[src/rtl/l2_config_and_types.sv]
// Package l2_config_and_types
// Purpose : shared configuration constants and data types for the L2 arbiter
//           read-return path.
// Contents: port count / field widths, attribute record written at issue
//           time, memory return beat, per-port return record, and the state
//           type of the return router.
package l2_config_and_types;

  localparam int L2_NUM_PORTS               = 2;
  localparam int L2_ID_W                    = (L2_NUM_PORTS > 1) ? $clog2(L2_NUM_PORTS) : 1;
  localparam int L2_SUB_ID_W                = 4;
  localparam int L2_DATA_W                  = 32;
  localparam int L2_BURST_W                 = 3;   // burst_size encodes beats-1
  localparam int L2_READ_RETURN_FIFO_DEPTHS = 1;

  typedef logic [L2_ID_W-1:0]     l2_port_id_t;
  typedef logic [L2_SUB_ID_W-1:0] l2_sub_id_t;
  typedef logic [L2_DATA_W-1:0]   l2_data_t;

  typedef struct packed {
    l2_port_id_t           id;
    logic [L2_BURST_W-1:0] burst_size;
    logic                  abort;
  } l2_data_attributes_t;

  typedef struct packed {
    l2_port_id_t id;
    l2_sub_id_t  sub_id;
    l2_data_t    data;
  } l2_mem_return_data_t;

  typedef struct packed {
    l2_sub_id_t sub_id;
    l2_data_t   data;
  } l2_return_data_t;

  typedef enum logic {L2_RET_IDLE, L2_RET_BURST} l2_return_state_t;

endpackage

[src/rtl/l2_return_fifo.sv]
// Module l2_return_fifo
// Purpose : small synchronous FIFO holding read-return records for one port.
//           DEPTH=1 collapses to a single holding register; larger depths use
//           a circular buffer with wrapping pointers and an occupancy counter.
// Ports   : clk, rst_n       clock, async active-low reset
//           i_push/i_push_data  write request (ignored when full)
//           i_pop           read request (ignored when empty)
//           o_full/o_empty  registered status
//           o_head          oldest entry (valid when !o_empty)
module l2_return_fifo #(
  parameter int  DEPTH  = 1,
  parameter type DATA_T = logic [7:0]
) (
  input  logic  clk,
  input  logic  rst_n,
  input  logic  i_push,
  input  DATA_T i_push_data,
  input  logic  i_pop,
  output logic  o_full,
  output logic  o_empty,
  output DATA_T o_head
);

  generate
    if (DEPTH == 1) begin : g_single
      logic  r_valid;
      DATA_T r_data;

      always_ff @(posedge clk or negedge rst_n) begin
        if (!rst_n) begin
          r_valid <= 1'b0;
          r_data  <= '0;
        end else if (i_push && !r_valid) begin
          r_valid <= 1'b1;
          r_data  <= i_push_data;
        end else if (i_pop && r_valid) begin
          r_valid <= 1'b0;
        end
      end

      assign o_full  = r_valid;
      assign o_empty = !r_valid;
      assign o_head  = r_data;
    end else begin : g_multi
      localparam int PW = $clog2(DEPTH);
      localparam int CW = $clog2(DEPTH + 1);

      logic [PW-1:0] r_wr_ptr;
      logic [PW-1:0] r_rd_ptr;
      logic [CW-1:0] r_count;
      DATA_T         r_mem [DEPTH];
      logic          w_push;
      logic          w_pop;

      assign o_full  = (r_count == CW'(DEPTH));
      assign o_empty = (r_count == '0);
      assign w_push  = i_push && !o_full;
      assign w_pop   = i_pop && !o_empty;
      assign o_head  = r_mem[r_rd_ptr];

      always_ff @(posedge clk or negedge rst_n) begin
        if (!rst_n) begin
          r_wr_ptr <= '0;
          r_rd_ptr <= '0;
          r_count  <= '0;
        end else begin
          if (w_push)
            r_wr_ptr <= (r_wr_ptr == PW'(DEPTH - 1)) ? '0 : r_wr_ptr + PW'(1);
          if (w_pop)
            r_rd_ptr <= (r_rd_ptr == PW'(DEPTH - 1)) ? '0 : r_rd_ptr + PW'(1);
          case ({w_push, w_pop})
            2'b10:   r_count <= r_count + CW'(1);
            2'b01:   r_count <= r_count - CW'(1);
            default: r_count <= r_count;
          endcase
        end
      end

      // Storage carries no reset; only the pointers define validity.
      always_ff @(posedge clk) begin
        if (w_push)
          r_mem[r_wr_ptr] <= i_push_data;
      end
    end
  endgenerate

endmodule

[src/rtl/l2_return_router.sv]
// Module l2_return_router
// Purpose : routes memory read-return beats to per-port return FIFOs using
//           the in-order attribute queue written at issue time. Beats of
//           aborted requests are drained and dropped.
// Ports   : clk, rst_n                 clock, async active-low reset
//           attr_valid/attr/attr_pop   attribute queue head and pop strobe
//           mem_rd_data_valid/_ready   memory beat handshake, mem_rd_data beat
//           rd_data_valid/rd_data      per-port FIFO status and head
//           rd_data_ack                per-port pop
//           id_mismatch_err            sticky beat-id vs active-id error
module l2_return_router
  import l2_config_and_types::*;
#(
  parameter int RETURN_FIFO_DEPTH = L2_READ_RETURN_FIFO_DEPTHS
) (
  input  logic                      clk,
  input  logic                      rst_n,
  input  logic                      attr_valid,
  input  l2_data_attributes_t       attr,
  output logic                      attr_pop,
  input  logic                      mem_rd_data_valid,
  input  l2_mem_return_data_t       mem_rd_data,
  output logic                      mem_rd_data_ready,
  output logic [L2_NUM_PORTS-1:0]   rd_data_valid,
  output l2_return_data_t           rd_data [L2_NUM_PORTS],
  input  logic [L2_NUM_PORTS-1:0]   rd_data_ack,
  output logic                      id_mismatch_err
);

  l2_return_state_t      r_state;
  l2_return_state_t      w_next_state;
  l2_port_id_t           r_id;
  logic                  r_abort;
  logic [L2_BURST_W-1:0] r_count;
  logic                  r_err;

  logic                    w_load;
  logic                    w_accept;
  logic [L2_NUM_PORTS-1:0] w_push;
  logic [L2_NUM_PORTS-1:0] w_full;
  logic [L2_NUM_PORTS-1:0] w_empty;
  l2_return_data_t         w_ret;

  assign w_ret = '{sub_id: mem_rd_data.sub_id, data: mem_rd_data.data};

  always_ff @(posedge clk or negedge rst_n) begin
    if (!rst_n) r_state <= L2_RET_IDLE;
    else        r_state <= w_next_state;
  end

  always_comb begin
    w_next_state      = r_state;
    w_load            = 1'b0;
    w_accept          = 1'b0;
    mem_rd_data_ready = 1'b0;
    attr_pop          = 1'b0;
    case (r_state)
      L2_RET_IDLE: begin
        if (attr_valid) begin
          w_load       = 1'b1;
          w_next_state = L2_RET_BURST;
        end
      end
      L2_RET_BURST: begin
        // Aborted bursts are sunk regardless of FIFO space. Full is the
        // registered status, so a same-cycle pop does not open the gate.
        mem_rd_data_ready = r_abort || !w_full[r_id];
        w_accept          = mem_rd_data_ready && mem_rd_data_valid;
        if (w_accept && (r_count == '0)) begin
          attr_pop     = 1'b1;
          w_next_state = L2_RET_IDLE;
        end
      end
      default: w_next_state = L2_RET_IDLE;
    endcase
  end

  always_ff @(posedge clk or negedge rst_n) begin
    if (!rst_n) begin
      r_id    <= '0;
      r_abort <= 1'b0;
      r_count <= '0;
      r_err   <= 1'b0;
    end else begin
      if (w_load) begin
        r_id    <= attr.id;
        r_abort <= attr.abort;
        r_count <= attr.burst_size;
      end else if (w_accept && (r_count != '0)) begin
        r_count <= r_count - 1'b1;
      end
      // Routing always follows the active attribute; a disagreeing beat id
      // is only flagged.
      if (w_accept && (mem_rd_data.id != r_id))
        r_err <= 1'b1;
    end
  end

  assign id_mismatch_err = r_err;

  genvar gi;
  generate
    for (gi = 0; gi < L2_NUM_PORTS; gi++) begin : g_port
      assign w_push[gi]        = w_accept && !r_abort && (r_id == L2_ID_W'(gi));
      assign rd_data_valid[gi] = !w_empty[gi];

      l2_return_fifo #(
        .DEPTH  (RETURN_FIFO_DEPTH),
        .DATA_T (l2_return_data_t)
      ) u_fifo (
        .clk         (clk),
        .rst_n       (rst_n),
        .i_push      (w_push[gi]),
        .i_push_data (w_ret),
        .i_pop       (rd_data_ack[gi]),
        .o_full      (w_full[gi]),
        .o_empty     (w_empty[gi]),
        .o_head      (rd_data[gi])
      );
    end
  endgenerate

endmodule
[config.mk]
export PLATFORM = sky130hd
export DESIGN_NAME = l2_return_router
export DESIGN_NICKNAME = d
export VERILOG_FILES = /design/src/rtl/l2_config_and_types.sv /design/src/rtl/l2_return_fifo.sv /design/src/rtl/l2_return_router.sv
export SDC_FILE = /design/constraint.sdc
export NUM_CORES = 1
export LEC_CHECK = 0
export BUFFER_PORTS_ARGS = -buffer_cell sky130_fd_sc_hd__buf_2
export CELL_PAD_IN_SITES_DETAIL_PLACEMENT = 0
export CELL_PAD_IN_SITES_GLOBAL_PLACEMENT = 1
export CORE_MARGIN = 3
export CORE_UTILIZATION = 36
export DETAILED_ROUTE_END_ITERATION = 8
export PLACE_DENSITY = 0.79
export SYNTH_ARGS = -nofsm -noshare
export SYNTH_HDL_FRONTEND = slang
export SYNTH_HIERARCHICAL = 1
export SYNTH_SLANG_ARGS = --single-unit
[constraint.sdc]
create_clock -name clk -period 2.05 [get_ports clk]
set_input_delay 0.41 -clock clk [delete_from_list [all_inputs] [get_ports clk]]
set_output_delay 0.41 -clock clk [all_outputs]
set_load 0.05 [all_outputs]
# Yosys cells after proc, flatten, opt, wreduce, memory -nomap -nowiden
# Index checks and enable logic that the tools add are counted.
[op_classes]
bitwise = 2
order_cmp = 1
shifts = 0
reduce_logical = 21
n_mux = 16
n_eq_ne = 1
n_addsub = 1
mul = 0
div_mod_pow = 0
[op_table]
columns = ["cell", "count"]
rows = [
  ["$mux W1", 13],
  ["$logic_and A1 B1 Y1", 11],
  ["$mux W3", 2],
  ["$reduce_bool A2 Y1", 3],
  ["$logic_not A1 Y1", 4],
  ["$logic_not A3 Y1", 1],
  ["$reduce_bool A3 Y1", 1],
  ["$sub A3 B1 Y3 const B", 1],
  ["$lt A1 B2 Y1 const B", 1],
  ["$not A1 Y1", 2],
  ["$pmux W1 S2", 1],
  ["$logic_or A1 B1 Y1", 1],
  ["$ne A1 B1 Y1", 1],
]
[totals]
memories = 0
elab_cells = 53
rom_bits = 0
out_inout_bits = 77
inputBits = 48
regBits = 81
ramBits = 0
latch_bits = 0

# Depth between registers and ports, before layout
[logic_depth]
word_depth = 10
depth_mapped = 7

# By module
# Netlist, hierarchy kept.
[modules_own_cells]
columns = ["module", "instances", "area_per_inst_um2", "cells_per_inst"]
rows = [
  ["l2_return_fifo", 2, 1510.2, 80],
  ["l2_return_router", 1, 395.4, 44],
]

# Least setup slack after synthesis
# Ideal clock, no wire load.
[synth_path]
kind = "flip-flop to output port"
start = "reg r_id"
end = "out attr_pop"
path_stages_with_launch = 4
arrival_ps = 1550
slack_ps = 90
path_buffers = 0
t_required_ps = 1640
cell_sequence = "dfrtp_1 -> mux2i_1 -> o211ai_2 -> nor2_1"
[synth_between]
elab_chain_len = 8
[synth_rtl]
columns = ["element", "line_no", "rtl"]
rows = [
  ["from (decl)", "l2_return_router.sv:32", "l2_port_id_t r_id;"],
  ["from (signal assigned)", "l2_return_router.sv:86", "r_id <= attr.id;"],
  ["$mux W1 (implied by the code) (2 in a row)", "l2_return_router.sv:67", "mem_rd_data_ready = r_abort || !w_full[r_id];"],
  ["$logic_not A1 Y1", "l2_return_router.sv:67", ""],
  ["$logic_or A1 B1 Y1", "l2_return_router.sv:67", ""],
  ["$logic_and A1 B1 Y1", "l2_return_router.sv:68", "w_accept = mem_rd_data_ready && mem_rd_data_valid;"],
  ["$logic_and A1 B1 Y1", "l2_return_router.sv:69", "if (w_accept && (r_count == '0)) begin"],
  ["$mux W1", "l2_return_router.sv:69", ""],
  ["$mux W1", "l2_return_router.sv:57", "case (r_state)"],
  ["to (decl)", "l2_return_router.sv:20", "output logic attr_pop,"],
]
# Every way passes these cells. The select of a mux whose other input is x is not followed.

# Worst setup path after layout
# Ends and elaborated chain as after synthesis.

==> results.toml <==
[synth]
seq_area_frac_synth = 0.593
area_of_the_mapped_netlist_um2 = 3420
count_of_different_cell_masters_after_synthesis = 25
synth-edff-count = 0
ys.warnings.count = 6
yosys_most_used_dff = "sky130_fd_sc_hd__dfrtp_1"
netlist_top_cells_area = "sky130_fd_sc_hd__dfrtp_1, sky130_fd_sc_hd__mux2_4, sky130_fd_sc_hd__mux2_2, sky130_fd_sc_hd__buf_8, sky130_fd_sc_hd__buf_6"
post_synth.cell_area_avg_um2 = 16.7
ys_async_sr_fraction = 1.00
synth_area_leader_cell = "sky130_fd_sc_hd__dfrtp_1"
number_of_nets_produced_by_synthesis = 254
yosys.area.top_type_share = 0.593
synth.ff_latch_count = 81
synth_cells = 204

[die]
die-width_um = 103
ios = 125
start_util = 0.381
design.core.area_um2 = 8980
die-area_um2 = 10700
die_height_um = 103
floorplan.rows = 34

[cells_and_area]
layout.cells.most_common_list = "sky130_fd_sc_hd__buf_2, sky130_fd_sc_hd__dfrtp_1, sky130_fd_sc_hd__mux2_4"
fill_cells = 800
drive_above_1_share = 0.657
number_of_diodes_added_for_antenna_fixing = 0
multi_input_gate_area_um2 = 1280
register_area_um2 = 2030
leading_cell_type_in_the_layout_fill_and_taps_excluded = "sky130_fd_sc_hd__buf_2"
nNetsFinal = 392
area_growth_syn_to_layout_pct = 31.5

[clock_network]
clock-sinks = 81
clock_tree.root_cell = "sky130_fd_sc_hd__clkbuf_8"
clk_transition_reported_paths_ns = 0.08
cts_tree = "done"
max-clock-path-buffers = 2
cts-buffers-inserted = 9
clk_latency_ns = 0.34
cts_htree_levels = 3

[critical_path]
timing.critical_path.from_type = "flip-flop"
cp.arrival_ns = 1.57
critical_path_class = "flip-flop to output port"
crit_required_ns = 1.64
timing.critical_path.to_type = "output port"
crit_fanout = 4

[timing]
timing.max_slew.rel_slack = 0.716
hold_fails_final_rpt = 0
worstMarginPinSlew_ns = 0.427
timing.setup.tns_ns = 0
grt_setup_unrepaired = "true"
report.final.slew_viol_count = 0
achievable-frequency_mhz = 506
fin_worst_skew_ns = 0.00617
min_period_ns = 1.98
setup_viol_count_final = 0
postLayoutSetupSlackWorst_ns = 0.0725
period_share = 0.965

[global_routing]
global_route_total_usage_across_every_layer = 0.129
grt_first_pass_wirelength_um = 10600
busiest_layer = "met2"
grt_remaining_overflow = 0
grt_util_met3 = 0.0436
largest_net_degree_at_the_start_of_global_routing = 82
groute.layer.met1.usage = 0.168
global_route.usage.met2 = 0.206
first_global_vias = 2143
antenna_found_initial = 0

[place]
port_buffers = 124
detailedPlace.worstSlack_ns = 0.0839
finalWeightedCongestion = 0.744
dpl.hpwl_um = 4820

[routing]
route.detailed.drc = 0
antenna_violating_nets_post_route = 0
wl_um = 6800
viasPerCell = 4.44
drt-initial-drc-count = 46
num_vias = 2099
dr.pass1.iters = 4
drt-wirelength-per-cell_um = 14.4

[hold_path]
hold_path_class = "primary input to async pin"

[run]
cap_viol_max_count = 0

[outcome]
status = "complete, no violations"
## state kept, by name (all words and copies together) (netlist names)
signal	cells
g_port.u_fifo/o_full	2
g_port.u_fifo/o_head	72
r_state	1
r_count	3
r_id	1
r_abort	1
id_mismatch_err	1
## worst paths after layout
check                                      startpoint                     endpoint  slack, ns  depth (start not counted)
hold reg to reg            g_port[0].u_fifo/o_head[0]   g_port[0].u_fifo/o_head[0]       0.50                          1
hold / removal                                  rst_n   g_port[0].u_fifo/o_head[6]       0.08                          2
max in group asynchronous                       rst_n              id_mismatch_err       1.62                          2
setup / recovery                                 r_id                     attr_pop       0.07                          5
setup reg to reg                                 r_id  g_port[1].u_fifo/o_head[30]       0.07                          6
min in group clk                       rd_data_ack[0]      g_port[0].u_fifo/o_full       0.24                          2
## routing by layer
layer	part of all wire	wire, um
met5	0	0
met4	0.0025	17
met3	0.066	452
met2	0.48	3280
met1	0.45	3060
## cell usage after synthesis, drive strengths merged (2+ instances only)
cell / n
buf: 8
dfrtp: 81
ha: 2
inv: 7
mux2: 72
nand2: 8
nand2b: 2
nand3: 2
nor2: 4
nor2b: 3
o211ai: 2
o21bai: 3
## timing repair
action,in CTS,in global routing
gates cloned,0,0
pin swaps,0,2
endpoints found under the setup margin,1,8
hold buffers,0,0
setup buffers,3,0
resized for setup,4,5
## worst max-delay path: stages, from the launching register on
cell	delay, ns
sky130_fd_sc_hd__dfrtp_1	0.38
sky130_fd_sc_hd__mux2i_2	0.28
sky130_fd_sc_hd__o211ai_2	0.15
sky130_fd_sc_hd__buf_6	0.15
sky130_fd_sc_hd__nor2_4	0.11
sky130_fd_sc_hd__buf_8	0.16
## final cells by class
class | count | area share
flip-flops and latches | 81 | 0.451
multi-input cells | 108 | 0.286
repair buffers | 135 | 0.175
well taps | 126 | 0.0351
clock buffers | 11 | 0.0337
clock inverters | 5 | 0.0139
inverters | 7 | 0.00585
## stage by stage
stage,hold WS [ns],util,std cells,instance area (um^2)
after floorplan,0.114,-,204,3420
after global placement,0.469,0.471,454,4230
after detailed placement,0.471,0.471,454,4230
after CTS,0.0806,0.499,473,4480
after global routing,0.0793,0.501,473,4490
final,0.0778,0.501,473,4490
## cell families (layout without fill, tap and decap cells)
kind of cell / Yosys count / after routing / share of synthesized area
xor gates and xnor gates: 1 / 1 / 0.00256
and+or+nand+nor: 22 / 22 / 0.0311
adders and majority gates: 2 / 2 / 0.00732
buffers and inverters: 15 / 158 / 0.0385
DFF: 81 / 81 / 0.593
AOI/OAI and AO/OA: 10 / 10 / 0.0231
muxes: 73 / 73 / 0.304
Power is left out: the tool's default activity adds up to more than one toggle a clock period on the data nets, which glitch-free logic cannot reach.
